<file path="config.mk">
export PLATFORM = sky130hd
export DESIGN_NAME = demux8_scan
export DESIGN_NICKNAME = d
export VERILOG_FILES = /design/src/rtl/demux8_pkg.sv /design/src/rtl/demux8_lane_ctr.sv /design/src/rtl/demux8_scan.sv
export SDC_FILE = /design/constraint.sdc
export NUM_CORES = 1
export LEC_CHECK = 0
export CAP_MARGIN = 20
export CORE_UTILIZATION = 45
export CTS_CLUSTER_SIZE = 24
export DETAILED_ROUTE_END_ITERATION = 10
export PLACE_DENSITY_LB_ADDON = 0.3
export SKIP_LAST_GASP = 1
export SLEW_MARGIN = 20
export SYNTH_ARGS = -nofsm -noshare
export SYNTH_HDL_FRONTEND = slang
export SYNTH_SLANG_ARGS = --single-unit
</file>
<file path="constraint.sdc">
create_clock -name clk_i -period 2.4 [get_ports clk_i]
set_input_delay 0.24 -clock clk_i [delete_from_list [all_inputs] [get_ports clk_i]]
set_output_delay 0.24 -clock clk_i [all_outputs]
set_load 0.01 [all_outputs]
</file>
<file path="src/rtl/demux8_pkg.sv">
// Shared constants and state type for the 8:1 strobed-mux scanning deserializer.
package demux8_pkg;

    localparam int unsigned LANES = 8;
    localparam int unsigned SEL_W = 3;
    localparam int unsigned CNT_W = 4;

    typedef enum logic [1:0] {
        StIdle,
        StScan,
        StHold
    } state_e;

endpackage

</file>
<file path="src/rtl/demux8_lane_ctr.sv">
// Settle counter and lane select counter: holds each lane for SETTLE+1 cycles and
// flags the cycle on which the current lane is to be sampled.
module demux8_lane_ctr
    import demux8_pkg::*;
#(
    parameter int unsigned SETTLE = 1
) (
    input  logic             clk_i,
    input  logic             rst_ni,
    input  logic             clear_i,
    input  logic             enable_i,
    output logic [SEL_W-1:0] sel_o,
    output logic             sample_o,
    output logic             last_lane_o
);

    logic [CNT_W-1:0] cnt_q, cnt_d;
    logic [SEL_W-1:0] sel_q, sel_d;
    logic             settled;
    logic             last_lane;

    assign settled   = (cnt_q == CNT_W'(SETTLE));
    assign last_lane = (sel_q == SEL_W'(LANES - 1));

    always_comb begin
        cnt_d = cnt_q;
        sel_d = sel_q;
        if (clear_i) begin
            cnt_d = '0;
            sel_d = '0;
        end else if (enable_i) begin
            if (!settled) begin
                cnt_d = cnt_q + CNT_W'(1);
            end else begin
                cnt_d = '0;
                // After the last lane the select returns to 0 rather than counting on.
                sel_d = last_lane ? '0 : sel_q + SEL_W'(1);
            end
        end
    end

    always_ff @(posedge clk_i or negedge rst_ni) begin
        if (!rst_ni) begin
            cnt_q <= '0;
            sel_q <= '0;
        end else begin
            cnt_q <= cnt_d;
            sel_q <= sel_d;
        end
    end

    assign sel_o       = sel_q;
    assign sample_o    = enable_i && settled;
    assign last_lane_o = last_lane;

endmodule

</file>
<file path="src/rtl/demux8_scan.sv">
// Scanning deserializer: walks the mux select, samples true/complement per lane,
// and offers the assembled word with an error flag on a valid/ready handshake.
module demux8_scan
    import demux8_pkg::*;
#(
    parameter int unsigned SETTLE = 1
) (
    input  logic             clk_i,
    input  logic             rst_ni,
    input  logic             start_i,
    output logic [SEL_W-1:0] sel_o,
    output logic             strobe_n_o,
    input  logic             din_i,
    input  logic             din_n_i,
    output logic [LANES-1:0] word_o,
    output logic             word_valid_o,
    input  logic             word_ready_i,
    output logic             err_o,
    output logic             busy_o
);

    state_e           state_q, state_d;
    logic [LANES-1:0] word_q, word_d;
    logic             err_q, err_d;
    logic             valid_q, valid_d;
    logic             strobe_n_q, strobe_n_d;
    logic             busy_q, busy_d;

    logic             ctr_clear;
    logic             ctr_enable;
    logic [SEL_W-1:0] sel;
    logic             sample;
    logic             last_lane;

    demux8_lane_ctr #(
        .SETTLE(SETTLE)
    ) u_lane_ctr (
        .clk_i       (clk_i),
        .rst_ni      (rst_ni),
        .clear_i     (ctr_clear),
        .enable_i    (ctr_enable),
        .sel_o       (sel),
        .sample_o    (sample),
        .last_lane_o (last_lane)
    );

    always_comb begin
        state_d    = state_q;
        word_d     = word_q;
        err_d      = err_q;
        valid_d    = valid_q;
        strobe_n_d = strobe_n_q;
        busy_d     = busy_q;
        ctr_clear  = 1'b0;
        ctr_enable = 1'b0;

        unique case (state_q)
            StIdle: begin
                if (start_i) begin
                    ctr_clear  = 1'b1;
                    state_d    = StScan;
                    strobe_n_d = 1'b0;
                    err_d      = 1'b0;
                    busy_d     = 1'b1;
                end
            end
            StScan: begin
                ctr_enable = 1'b1;
                if (sample) begin
                    word_d[sel] = din_i;
                    err_d       = err_q | (din_i == din_n_i);
                    if (last_lane) begin
                        state_d    = StHold;
                        strobe_n_d = 1'b1;
                        valid_d    = 1'b1;
                    end
                end
            end
            StHold: begin
                if (valid_q && word_ready_i) begin
                    valid_d = 1'b0;
                    if (start_i) begin
                        // Restart on the handshake edge; busy stays high.
                        ctr_clear  = 1'b1;
                        state_d    = StScan;
                        strobe_n_d = 1'b0;
                        err_d      = 1'b0;
                    end else begin
                        state_d = StIdle;
                        busy_d  = 1'b0;
                    end
                end
            end
            default: begin
                state_d = StIdle;
            end
        endcase
    end

    always_ff @(posedge clk_i or negedge rst_ni) begin
        if (!rst_ni) begin
            state_q    <= StIdle;
            word_q     <= '0;
            err_q      <= 1'b0;
            valid_q    <= 1'b0;
            strobe_n_q <= 1'b1;
            busy_q     <= 1'b0;
        end else begin
            state_q    <= state_d;
            word_q     <= word_d;
            err_q      <= err_d;
            valid_q    <= valid_d;
            strobe_n_q <= strobe_n_d;
            busy_q     <= busy_d;
        end
    end

    assign sel_o        = sel;
    assign strobe_n_o   = strobe_n_q;
    assign word_o       = word_q;
    assign word_valid_o = valid_q;
    assign err_o        = err_q;
    assign busy_o       = busy_q;

    a_hold_stable: assert property (@(posedge clk_i) disable iff (!rst_ni)
        (state_q == StHold && !word_ready_i) |=> ($stable(word_q) && $stable(err_q) && valid_q));

    a_strobe_scan: assert property (@(posedge clk_i) disable iff (!rst_ni)
        strobe_n_q == (state_q != StScan));

    a_busy_state: assert property (@(posedge clk_i) disable iff (!rst_ni)
        busy_q == (state_q != StIdle));

endmodule

</file>
Word-level counts from Yosys, hierarchy flattened
Cells that the tools add are included.

word-level totals
  output and inout port bits = 15
  logic and storage cells = 74
  bits in registers = 21

operators by class
  $add $sub $neg = 2
  $lt $le $gt $ge = 2
  reduce and logical (&&, ||, !) cells = 16
  mux-type cells = 35
  bitwise gates (word level) = 1
  equality and inequality tests = 10

operator list
  cell                   number
  $mux W1                16
  $reduce_and A4 Y1      4
  $mux W3                4
  $mux W4                3
  $bwmux W8              1
  $mux W2                4
  $ne A2 B2 Y1 const B   4
  $reduce_bool A2 Y1     4
  $pmux W1 S2            3
  $pmux W1 S3            2
  $pmux W2 S3            1
  $add A4 B1 Y4 const B  1
  $eq A4 B1 Y1 const B   1
  $lt A3 B4 Y1 const B   1
  $reduce_and A2 Y1      2
  $add A3 B1 Y3 const B  1
  $demux W1 S3           1
  $eq A3 B3 Y1 const B   1
  $ge A3 B1 Y1 const B   1
  $logic_and A1 B1 Y1    3
  $reduce_and A3 Y1      1
  $reduce_bool A3 Y1     1
  $eq A2 B1 Y1 const B   1
  $eq A2 B2 Y1 const B   1
  other kinds (4)        4

Depth between registers and ports, before layout
  depth in word-level cells = 5
  mapped depth = 6
  depth with buffers taken out = 5

Hierarchy
From an unflattened synthesis, not the netlist that was laid out.

unflattened totals
  cells, all modules = 94
  area total of the unflattened synthesis = 1032.2 um^2

modules (own cells, without submodules)
  module           cells each  instances  area each (um^2)
  demux8_scan      57          1          643.1
  demux8_lane_ctr  37          1          389.1

Worst setup path after synthesis
OpenSTA, ideal clock, no wires.

  path type = register -> register
  start point = reg u_lane_ctr.cnt_q[1]
  end point = reg word_q[6], in the netlist word_o[6]
  arrival = 1.641 ns
  path slack = 0.634 ns
  buffers on the path = 1
  stages on the path, launching flop included = 7
  setup time = 0.125 ns
  clock period less this slack = 1.766 ns
  required time = 2.275 ns
  path through = dfrtp_1 > inv_1 > ha_1 > or3b_1 > buf_6 > nor4_1 > mux2_2

on the way
  cells in the longest elaborated chain, start to end = 3

RTL lines
  what                                line                   text
  start, declared                     demux8_lane_ctr.sv:17  logic [CNT_W-1:0] cnt_q, cnt_d;
  start signal, assigned              demux8_lane_ctr.sv:47  cnt_q <= cnt_d;
  $eq A4 B1 Y1                        demux8_lane_ctr.sv:22  assign settled = (cnt_q == CNT_W'(SETTLE));
  $logic_and A1 B1 Y1                 demux8_lane_ctr.sv:53  assign sample_o = enable_i && settled;
  $reduce_and A2 Y1 (no source line)  --
  end signal, assigned                demux8_scan.sv:110     word_q <= word_d;
  end, declared                       demux8_scan.sv:23      logic [LANES-1:0] word_q, word_d;

No other way between the ends.
A chain may end at the register's enable or synchronous reset.

Worst setup path after layout
Same ends and word-level chain as after synthesis.

==> metrics <==
clk buf depth 2; Layout Cells excl Fill approximately 140; Clk Latency, worst-skew pair around 0.31 ns; syn_nets 106; Async SR Flop Fraction between 90% and 100%; Netlist Area Pre-Place ~1100 um^2; Final Hold Viols 0; Setup crit end kind flop; flops & latches, synth 21; Mapped Cells 96; hpwl dp ~1.5 mm; worst-margin pin slew between 0.6 and 0.7 ns; critical path data required time about 2.6 ns; Final #Nets between 100 and 150; post-synthesis cell type count 36; IO Pins 21; RSZ-0062 raised after global routing no; CTS Hold Buffers Added 0; root buf cell clkbuf_4; worst min path class input port to async pin; CTS Buf Count 3; first-pass GRT wire length between 3 and 4 mm; I/O Buffers 20; clock sinks 21; sequential fraction of the synthesis area between 40 and 50%; CP Cell Sequence inv_1 > ha_1 > or3b_1 > nor4_1 > mux2_2; most frequent cells in the layout dfrtp_1, clkdlybuf4s50_1, mux2_2; CTS tree yes; FP Rows 17; Critical Path Fanout Max 10; period utilization 77.3%; vias in the first global route just under 800; routed length per instance about 15 um; PD cells 1190 nW/um^2; Post-synth EDFFs 0; Final setup viols 0; Total GRT Usage 18.9%; share of cells above drive strength 1 ~16%; post_cts resized 0; Slew HR a little under three fifths; GR Overflow Total 0; path type of the worst setup path flop to flop; DRC 0; gpl congestion between 0.8 and 0.9; Post-CTS Setup Bufs 0; Die Footprint approximately 2600 um^2; synth warn 0; setup TNS 0 ns; Max-Cap Viols 0; drt pass-1 iters 4; Critical Path Source Type flop; die width around 50 um; Starting DRT DRC Count 27; Core Footprint between 2000 and 2500 um^2; die height slightly above 50 um; Period minus WS final between 1.5 and 2 ns; Vias per Instance 5.76; outcome finished clean; H-tree levels 1; leakage power 0.000534 uW; Final ANT Viol Nets 0; n_diodes 0; clk slew on worst S/H paths approximately 0.12 ns; slowest CP cell or3b_1; fill count slightly below 200; VDD IR max just over 0.7 mV; cell count after placement 140; ys flop type dfrtp_1; skew final around 0.0035 ns; Total Routed Length between 2 and 2.5 mm; largest net degree at the start of global routing 22; Vias a little over 800; Area Overhead vs Synth 22.7%; max-slew violation count 0; Mapped Avg Cell Area around 11 um^2; worst endpoint data arrival time a little over 2 ns; crit-path max cell delay between 0.4 and 0.5 ns; initial antenna violation count 0; Initial Util between 40% and 50%; Pwr Total 1550 uW; max frequency about 540 MHz
## logic make-up (layout without fill, tap and decap cells)
family | count (synthesis) | after routing | share of synthesized area (%)
AOI/OAI and AO/OA | 19 | 19 | 12.4
DFF | 21 | 21 | 49.5
adders and majority gates | 4 | 4 | 4.71
xor gates and xnor gates | 2 | 2 | 1.65
and+or+nand+nor | 35 | 35 | 20.0
muxes | 8 | 8 | 8.47
buffers and inverters | 7 | 27 | 3.29
## path summary, 6_finish.rpt
check	start	to	slack [ns]	cells past startpoint
max	u_lane_ctr.cnt_q[1]$_DFFE_PN0P_	word_o[6]$_DFFE_PN0P_	0.54	5
min	rst_ni	err_o$_DFFE_PN0P_	0.25	2
max reg2reg	u_lane_ctr.cnt_q[1]$_DFFE_PN0P_	word_o[6]$_DFFE_PN0P_	0.54	5
min reg2reg	err_o$_DFFE_PN0P_	err_o$_DFFE_PN0P_	0.51	2
max in group asynchronous	rst_ni	strobe_n_o$_DFFE_PN1P_	1.87	2
min in group clk_i	err_o$_DFFE_PN0P_	err_o$_DFFE_PN0P_	0.51	2
## report_power, final
part	internal, uW	leakage (uW)	switching (uW)
Sequential	499	0.000254	148
Clock	65.1	0.0000150	111
Combinational	407	0.000264	317
## cells in the mapped netlist, types with 2 or more instances
cell type   n  area, um^2
a21oi_1     3        15.0
a22o_1      3        26.3
a31oi_1     2        12.5
clkbuf_1    3        11.3
dfrtp_1    20         500
ha_1        4        50.1
inv_1       2        7.51
mux2_2      8        90.1
nand2_1     4        15.0
nand2b_1    2        12.5
nand3_1     5        25.0
nand3b_1    3        22.5
nand4b_1    2        17.5
nor2_1      4        15.0
nor2b_1     2        12.5
nor3_1      5        25.0
nor3b_1     2        15.0
o21ai_0     4        20.0
## stage by stage
| step | setup slack (ns) | instance area (um^2) | util [%] | hold slack [ns] |
|---|---|---|---|---|
| 3_3_place_gp | 0.592 | 1280 | 57.8 | 0.486 |
| 6_report | 0.544 | 1310 | 59.0 | 0.255 |
| 3_5_place_dp | 0.540 | 1280 | 57.8 | 0.492 |
| 5_1_grt | 0.450 | 1310 | 59.0 | 0.284 |
| 4_1_cts | 0.544 | 1310 | 59.0 | 0.266 |
| 2_1_floorplan | 0.634 | 1060 | - | -0.0556 |
## state kept, by name (all words and copies together), names as in the netlist
name,flops
u_lane_ctr.sel_o,3
err_o,1
state_q,2
busy_o,1
strobe_n_o,1
u_lane_ctr.cnt_q,4
word_o,8
word_valid_o,1
## critical path, delay by kind of cell (launching register included)
family / cells / cell delay [ns]
buf+inv: 1 / 0.08
fa+ha+maj: 1 / 0.14
simple gates: 2 / 0.76
mux: 1 / 0.36
flops: 1 / 0.41
## metal layers
metal,track usage [%],vias to the layer above,wire (um)
met5,0,-,0
met4,12.5,0,48
met3,1.82,5,51
met2,27.1,15,984
met1,26.9,415,1020
li1,-,395,-
## area by class of cell
cell class                 count  area [um^2]  area share, %
clock buffer                   4         26.3           2.01
inverter                       2         7.51          0.575
multi-input combinational     68          502           38.4
sequential                    21          527           40.4
tap                           28         35.0           2.68
timing repair buffer          21          208           15.9
Power figures use the tool's default switching activity.
